--- config.mk ---
export PLATFORM = sky130hd
export DESIGN_NAME = id_stage_pipe
export DESIGN_NICKNAME = d
export VERILOG_FILES = /design/src/rtl/id_stage_pipe.sv
export SDC_FILE = /design/constraint.sdc
export NUM_CORES = 2
export LEC_CHECK = 0
export BUFFER_PORTS_ARGS = -buffer_cell sky130_fd_sc_hd__buf_4
export CAP_MARGIN = 20
export CORE_MARGIN = 2
export CORE_UTILIZATION = 55
export CTS_CLUSTER_DIAMETER = 80
export DETAILED_ROUTE_END_ITERATION = 10
export GPL_ROUTABILITY_DRIVEN = 0
export PLACE_DENSITY = 0.72
export SETUP_SLACK_MARGIN = 0.5
export SLEW_MARGIN = 40
export SYNTH_ARGS = -nofsm -noshare
export SYNTH_HDL_FRONTEND = slang
export SYNTH_SLANG_ARGS = --single-unit
--- constraint.sdc ---
create_clock -name i_clk -period 4.3 [get_ports i_clk]
set_clock_uncertainty 0.15 [all_clocks]
set_input_delay 0.215 -clock i_clk [delete_from_list [all_inputs] [get_ports i_clk]]
set_output_delay 0.215 -clock i_clk [all_outputs]
set_load 0.02 [all_outputs]
--- src/rtl/id_stage_pipe.sv ---
// RV32I decode stage: decode, register-file read and immediate build into a registered ID/EX boundary.
// Latency: 1 cycle from an accepted i_inst/i_pc to the o_* payload with o_valid=1.
// Backpressure: o_ready drops on flush, load-use hazard or a stalled full ID/EX; a stalled payload holds bit-exact.
// Optional macro ID_WB_BYPASS_EN: a same-cycle write-back is forwarded into the operand read.
module id_stage_pipe #(
  parameter int XLEN     = 32,
  parameter int NUM_REGS = 32
) (
  input  logic                        i_clk,
  input  logic                        i_rst_n,
  input  logic                        i_valid,
  output logic                        o_ready,
  input  logic [31:0]                 i_inst,
  input  logic [XLEN-1:0]             i_pc,
  input  logic                        i_flush,
  input  logic                        i_wb_en,
  input  logic [$clog2(NUM_REGS)-1:0] i_wb_addr,
  input  logic [XLEN-1:0]             i_wb_data,
  output logic                        o_valid,
  input  logic                        i_ready,
  output logic [XLEN-1:0]             o_pc,
  output logic [XLEN-1:0]             o_rs1_data,
  output logic [XLEN-1:0]             o_rs2_data,
  output logic [XLEN-1:0]             o_imm,
  output logic [$clog2(NUM_REGS)-1:0] o_rd,
  output logic [13:0]                 o_ctrl
);
  localparam int RA_W = $clog2(NUM_REGS);

  localparam logic [6:0] OP_LUI    = 7'b0110111;
  localparam logic [6:0] OP_AUIPC  = 7'b0010111;
  localparam logic [6:0] OP_JAL    = 7'b1101111;
  localparam logic [6:0] OP_JALR   = 7'b1100111;
  localparam logic [6:0] OP_BRANCH = 7'b1100011;
  localparam logic [6:0] OP_LOAD   = 7'b0000011;
  localparam logic [6:0] OP_STORE  = 7'b0100011;
  localparam logic [6:0] OP_IMM    = 7'b0010011;
  localparam logic [6:0] OP_OP     = 7'b0110011;

  // alu_src1: 1 selects pc; alu_src2: 1 selects imm.
  // alu_op: 00 add, 01 branch compare, 10 R funct, 11 I funct.
  // data_sel: 000 alu, 001 memory, 010 pc+4, 011 imm.
  typedef struct packed {
    logic       jal;
    logic       jalr;
    logic       branch;
    logic       mem_read;
    logic       mem_write;
    logic       reg_write;
    logic       alu_src1;
    logic       alu_src2;
    logic [1:0] alu_op;
    logic [2:0] data_sel;
    logic       illegal;
  } ctrl_t;

  ctrl_t            ctrl_dec, ctrl_d, ctrl_q;
  logic [31:0]      imm32;
  logic [XLEN-1:0]  imm_d, imm_q, pc_d, pc_q, rs1_data_d, rs1_data_q, rs2_data_d, rs2_data_q;
  logic [RA_W-1:0]  rd_d, rd_q, rs1, rs2, rd;
  logic             valid_d, valid_q;
  logic             use_rs1, use_rs2, use_rd, bad_idx, haz, ready;
  logic [6:0]       opcode;
  logic [XLEN-1:0]  rf_d [NUM_REGS];
  logic [XLEN-1:0]  rf_q [NUM_REGS];

  // A register field is out of range when it has bits set above RA_W.
  function automatic logic idx_hi(input logic [4:0] f);
    return (f >> RA_W) != 5'd0;
  endfunction

  assign opcode = i_inst[6:0];
  assign rs1    = i_inst[15 +: RA_W];
  assign rs2    = i_inst[20 +: RA_W];
  assign rd     = i_inst[7 +: RA_W];

  // Opcode decode: control bits, immediate format and which register fields are live.
  always_comb begin
    ctrl_dec = '0;
    imm32    = '0;
    use_rs1  = 1'b0;
    use_rs2  = 1'b0;
    use_rd   = 1'b0;
    case (opcode)
      OP_LUI: begin
        ctrl_dec.reg_write = 1'b1; ctrl_dec.data_sel = 3'b011; use_rd = 1'b1;
        imm32 = {i_inst[31:12], 12'b0};
      end
      OP_AUIPC: begin
        ctrl_dec.reg_write = 1'b1; ctrl_dec.alu_src1 = 1'b1; ctrl_dec.alu_src2 = 1'b1; use_rd = 1'b1;
        imm32 = {i_inst[31:12], 12'b0};
      end
      OP_JAL: begin
        ctrl_dec.jal = 1'b1; ctrl_dec.reg_write = 1'b1; ctrl_dec.data_sel = 3'b010; use_rd = 1'b1;
        imm32 = {{12{i_inst[31]}}, i_inst[19:12], i_inst[20], i_inst[30:21], 1'b0};
      end
      OP_JALR: begin
        ctrl_dec.jalr = 1'b1; ctrl_dec.reg_write = 1'b1; ctrl_dec.alu_src2 = 1'b1;
        ctrl_dec.data_sel = 3'b010; use_rs1 = 1'b1; use_rd = 1'b1;
        imm32 = {{20{i_inst[31]}}, i_inst[31:20]};
      end
      OP_BRANCH: begin
        ctrl_dec.branch = 1'b1; ctrl_dec.alu_op = 2'b01; use_rs1 = 1'b1; use_rs2 = 1'b1;
        imm32 = {{20{i_inst[31]}}, i_inst[7], i_inst[30:25], i_inst[11:8], 1'b0};
      end
      OP_LOAD: begin
        ctrl_dec.mem_read = 1'b1; ctrl_dec.reg_write = 1'b1; ctrl_dec.alu_src2 = 1'b1;
        ctrl_dec.data_sel = 3'b001; use_rs1 = 1'b1; use_rd = 1'b1;
        imm32 = {{20{i_inst[31]}}, i_inst[31:20]};
      end
      OP_STORE: begin
        ctrl_dec.mem_write = 1'b1; ctrl_dec.alu_src2 = 1'b1; use_rs1 = 1'b1; use_rs2 = 1'b1;
        imm32 = {{20{i_inst[31]}}, i_inst[31:25], i_inst[11:7]};
      end
      OP_IMM: begin
        ctrl_dec.reg_write = 1'b1; ctrl_dec.alu_src2 = 1'b1; ctrl_dec.alu_op = 2'b11;
        use_rs1 = 1'b1; use_rd = 1'b1;
        imm32 = {{20{i_inst[31]}}, i_inst[31:20]};
      end
      OP_OP: begin
        ctrl_dec.reg_write = 1'b1; ctrl_dec.alu_op = 2'b10; use_rs1 = 1'b1; use_rs2 = 1'b1; use_rd = 1'b1;
      end
      default: ctrl_dec.illegal = 1'b1;
    endcase
    bad_idx = (use_rs1 & idx_hi(i_inst[19:15])) | (use_rs2 & idx_hi(i_inst[24:20])) |
              (use_rd & idx_hi(i_inst[11:7]));
    if (bad_idx) begin
      ctrl_dec.illegal   = 1'b1;
      ctrl_dec.reg_write = 1'b0;
    end
  end

  // Register-file write port; x0 is never written so it always reads zero.
  always_comb begin
    rf_d = rf_q;
    if (i_wb_en && (i_wb_addr != '0)) rf_d[i_wb_addr] = i_wb_data;
  end

  // Load-use hazard: a load in ID/EX whose rd feeds the offered instruction.
  always_comb begin
    haz = valid_q & ctrl_q.mem_read & (rd_q != '0) & i_valid &
          ((rd_q == rs1) | ((rd_q == rs2) & use_rs2));
    ready = !i_flush & !haz & (!valid_q | i_ready);
  end

  // ID/EX next state: flush > advance > drain/bubble > hold.
  always_comb begin
    valid_d    = valid_q;
    pc_d       = pc_q;
    imm_d      = imm_q;
    rd_d       = rd_q;
    ctrl_d     = ctrl_q;
    rs1_data_d = rs1_data_q;
    rs2_data_d = rs2_data_q;
    if (i_flush) begin
      valid_d = 1'b0;
    end else if (i_valid && ready) begin
      valid_d = 1'b1;
      pc_d    = i_pc;
      imm_d   = XLEN'($signed(imm32));
      rd_d    = rd;
      ctrl_d  = ctrl_dec;
`ifdef ID_WB_BYPASS_EN
      rs1_data_d = rf_d[rs1];
      rs2_data_d = rf_d[rs2];
`else
      rs1_data_d = rf_q[rs1];
      rs2_data_d = rf_q[rs2];
`endif
    end else if (i_ready) begin
      // Covers both the load-use bubble and a plain drain with nothing offered.
      valid_d = 1'b0;
    end
  end

  // State registers: ID/EX boundary and register file.
  always_ff @(posedge i_clk or negedge i_rst_n) begin
    if (!i_rst_n) begin
      valid_q    <= 1'b0;
      pc_q       <= '0;
      imm_q      <= '0;
      rd_q       <= '0;
      ctrl_q     <= '0;
      rs1_data_q <= '0;
      rs2_data_q <= '0;
      for (int i = 0; i < NUM_REGS; i++) rf_q[i] <= '0;
    end else begin
      valid_q    <= valid_d;
      pc_q       <= pc_d;
      imm_q      <= imm_d;
      rd_q       <= rd_d;
      ctrl_q     <= ctrl_d;
      rs1_data_q <= rs1_data_d;
      rs2_data_q <= rs2_data_d;
      rf_q       <= rf_d;
    end
  end

  assign o_ready    = ready;
  assign o_valid    = valid_q;
  assign o_pc       = pc_q;
  assign o_imm      = imm_q;
  assign o_rd       = rd_q;
  assign o_ctrl     = ctrl_q;
  assign o_rs1_data = rs1_data_q;
  assign o_rs2_data = rs2_data_q;
endmodule

==> PnR_summary.wiki <==
{| class="wikitable"
! Metric !! Value
|-
| Time the worst path needs with I/O delays and setup || 2850 ps
|-
| Upper clock frequency limit || 350.8 MHz
|-
| Net total in the final layout || 4168
|-
| Sequential share of the synthesized area || 49.14%
|-
| First drt pass iteration count || 7
|-
| Number of vias per cell || about 7
|-
| Share of the synthesized area in the top cell type || 49.14%
|-
| Worst Hold Class || primary input to register
|-
| Buffer depth of the longest clock path || 3
|-
| Vias after detailed routing || 38940
|-
| Cell with the most instances after synthesis || sky130_fd_sc_hd__dfrtp_1
|-
| Total clock sinks || between 1000 and 1500
|-
| Cell chosen for the clock root || sky130_fd_sc_hd__clkbuf_16
|-
| Category of the worst setup path capture point || register
|-
| Fin area || approximately 0.07 mm^2
|-
| Core Region || about 0.11 mm^2
|-
| Clock-pin slew on the worst setup and hold paths || 60 ps
|-
| Setup repair after global routing missed its margin || false
|-
| Outcome || complete, no violations
|-
| Wire length of the first global-routing pass || about 270000 um
|-
| I/O pins || 256
|-
| Seq cells post-synth || 1171
|-
| Required time worst endpoint || 4750 ps
|-
| Clock tree from TritonCTS || done
|-
| Maximum fanout along the worst path || 28
|-
| Maximum number of pins on one net before global-route repair || 118
|-
| Reg-to-reg startpoint || o_rd[0]
|-
| Horiz. Die Dim || 333.3 um
|-
| Fin crit share || roughly two thirds
|-
| Beginning of the worst hold path || i_inst[15]
|-
| Count of port buffers added during placement || 254
|-
| MaxCap Viol Count || 0
|-
| Count of cell types in the netlist || just over 50
|-
| Number of design rule violations left after detail routing || 0
|-
| Number of buffers and inverters on the critical path || 2
|-
| Max stage delay on crit path || 460 ps
|-
| Combined area of all synthesized cells || just under 0.06 mm^2
|-
| Hold_buf cts || 103
|-
| Initial antenna violation count || 3
|-
| Final setup violation count || 0
|-
| Most prevalent standard cell on the critical path || sky130_fd_sc_hd__buf_12
|-
| Clock latency at the later pin of the worst-skew pair || 720 ps
|-
| CP arrival || 3300 ps
|-
| Worst Tran Pin Value || 947.2 ps
|-
| Drt first-iter violations || 4904
|-
| Total count of max-transition violations in the final report || 0
|-
| Via count of the first global-routing pass || 39560
|-
| Synth area leaders || sky130_fd_sc_hd__dfrtp_1, sky130_fd_sc_hd__mux2_2, sky130_fd_sc_hd__mux4_2, sky130_fd_sc_hd__mux2_4, sky130_fd_sc_hd__a22oi_1
|-
| Largest area contributor in the netlist || sky130_fd_sc_hd__dfrtp_1
|-
| Worst Setup Path Type || register to register
|-
| Leakage power figure || just over 0.03 uW
|-
| Routed Antenna Nets || 0
|-
| Number of flops mapped to enable cells by yosys || 0
|-
| Number of rows in the core area || 120
|-
| Total nets after synthesis || 3964
|-
| Detail Placement HPWL || 106800 um
|-
| H-tree level count || 3
|-
| Cell area after placement || 0.06345 mm^2
|-
| Global route overflow || 0
|-
| Mean cell area of the mapped netlist || around 15 um^2
|-
| Number of buffers created by CTS || about 120
|-
| Relative slew slack || a little under two fifths
|-
| Cell class contributing the biggest share of worst-path delay || simple AND/OR/NAND/NOR gates
|-
| Fraction of layout instances using a drive strength above 1 || 54.53%
|-
| Number of hold violations in the final report || 0
|-
| DIE HEIGHT || 333.3 um
|-
| Most used standard cells in the synthesized netlist || sky130_fd_sc_hd__dfrtp_1, sky130_fd_sc_hd__mux2_2, sky130_fd_sc_hd__mux4_2, sky130_fd_sc_hd__clkbuf_1, sky130_fd_sc_hd__a22oi_1
|-
| Power density normalized to cell area || 472.7 mW/mm^2
|-
| Crit-path slowest cell || sky130_fd_sc_hd__dfrtp_1
|-
| Number of instances in the synthesized netlist || 3857
|-
| Source of the critical timing path || o_rd[0]
|-
| Synth Warn # || 0
|-
| Fraction of registers with async set or reset after synthesis || 100.0%
|-
| Gates resized, CTS repair || 0
|-
| Routed Wire Length || 183100 um
|-
| Element type at the critical path start || register
|-
| Post-CTS setup buffer count || 0
|-
| Cell-by-cell trace of the critical path || or3_1 > o311a_1 > o21ai_1 > and3_4 > buf_12 > buf_12 > mux2_4
|-
| Aggregate negative setup slack || 0 ps
|-
| Initial Util || 55.55%
|-
| Highest ir drop seen on vdd || 0.3835 mV
|-
| DR WL/cell || 32.88 um
|-
| Area added between synthesis and finish || 15.37%
|-
| GR Util All Layers || 33.14%
|-
| Most frequently used flop master after synthesis || sky130_fd_sc_hd__dfrtp_1
|-
| Die area || 0.1111 mm^2
|}
[stage by stage]
stage,hold slack [ps],setup WS (ps),util (%),cells,power [uW]
after floorplan,-230.6,1879,-,3857,19050
after global placement,165.5,1290,58.97,5232,21060
after detailed placement,174.6,1273,59.10,5235,21320
after CTS,28.71,1467,64.02,5563,32550
after global routing,111.3,1377,64.08,5567,33730
final,53.24,1450,64.08,5568,32520
[logic make-up (layout without fill, tap and decap cells)]
kind of cell	after synthesis	after routing	synth area share (%)
multiplexers	1692	1692	41.38
flip-flops	1171	1171	49.14
buffers and inverters	434	740	3.244
AO/OA/AOI/OAI	343	343	4.280
AND/OR/NAND/NOR	206	206	1.800
XOR/XNOR	10	10	0.1469
other	1	3	0.006289
[per-layer routing]
| layer | routed length, um | track usage [%] |
|---|---|---|
| met2 | 84770 | 50.60 |
| met5 | 13 | 0 |
| met1 | 73010 | 46.30 |
| met3 | 17160 | 7.349 |
| met4 | 8109 | 13.97 |
[layout by cell type, fill, tap and decap left out, types with 4 or more instances in the layout]
| master | instances |
|---|---|
| sky130_fd_sc_hd__a21o_1 | 13 |
| sky130_fd_sc_hd__a22oi_1 | 161 |
| sky130_fd_sc_hd__clkbuf_16 | 125 |
| sky130_fd_sc_hd__mux4_2 | 468 |
| sky130_fd_sc_hd__mux2i_1 | 86 |
| sky130_fd_sc_hd__xnor2_1 | 7 |
| sky130_fd_sc_hd__dlygate4sd3_1 | 104 |
| sky130_fd_sc_hd__o21ai_0 | 54 |
| sky130_fd_sc_hd__buf_4 | 342 |
| sky130_fd_sc_hd__inv_1 | 13 |
| sky130_fd_sc_hd__and2_1 | 6 |
| sky130_fd_sc_hd__mux2_4 | 123 |
| sky130_fd_sc_hd__nand2b_1 | 5 |
| sky130_fd_sc_hd__nand2_2 | 11 |
| sky130_fd_sc_hd__nor3b_2 | 7 |
| sky130_fd_sc_hd__a221oi_1 | 62 |
| sky130_fd_sc_hd__clkinv_2 | 29 |
| sky130_fd_sc_hd__nand4_1 | 39 |
| sky130_fd_sc_hd__nor2_4 | 24 |
| sky130_fd_sc_hd__buf_16 | 5 |
| sky130_fd_sc_hd__a21oi_1 | 10 |
| sky130_fd_sc_hd__nand2_1 | 33 |
| sky130_fd_sc_hd__buf_12 | 43 |
| sky130_fd_sc_hd__a22o_1 | 31 |
| sky130_fd_sc_hd__mux2_2 | 1015 |
| sky130_fd_sc_hd__buf_8 | 5 |
| sky130_fd_sc_hd__bufinv_16 | 15 |
| sky130_fd_sc_hd__clkbuf_1 | 22 |
| sky130_fd_sc_hd__dfrtp_1 | 1171 |
| sky130_fd_sc_hd__nor3_1 | 4 |
| sky130_fd_sc_hd__clkbuf_8 | 30 |
| sky130_fd_sc_hd__nor2_1 | 11 |
| sky130_fd_sc_hd__nand3b_1 | 5 |
| sky130_fd_sc_hd__nand3_1 | 31 |
[path summary, 6_finish.rpt]
kind	endpoint	slack, ps	depth (start not counted)
worst max-delay path	o_rs2_data[6]	1450	7
worst min-delay path	o_imm[15]	50	4
worst max register to register	o_rs2_data[6]	1450	7
worst min register to register	rf_q[1022]	250	0
max in group asynchronous	rf_q[950]	2190	6
min in group asynchronous	o_pc[31]	340	3
[registers in the layout, indices dropped and copies added, names as in the netlist]
signal and count:
o_ctrl 13, o_imm 32, o_pc 32, o_rd 5, o_rs1_data 32, o_rs2_data 32
o_valid 1, rf_q 1024
[where the power goes]
part	internal (uW)	switching, uW	total [uW]
clock	6680	4500	11200
combinational	3950	2610	6560
sequential	13100	1660	14800
[area by class of cell]
cell class | count | area (um^2)
Multi-Input combinational cell | 2252 | 28720
Antenna cell | 2 | 5.005
Timing Repair Buffer | 502 | 4718
Fill cell | 7622 | 38560
Sequential cell | 1171 | 29300
Clock buffer | 176 | 3610
Tap cell | 1403 | 1755
Inverter | 13 | 48.80
Clock inverter | 49 | 635.6
[worst register-to-register path, delay by kind of cell, from the launching register on]
| kind | cells | cell delay, ps |
|---|---|---|
| buf+inv | 2 | 610 |
| flops | 1 | 460 |
| mux | 1 | 360 |
| compound gates | 2 | 400 |
| simple gates | 2 | 760 |
Note: power is estimated with default switching activity, not from simulation.
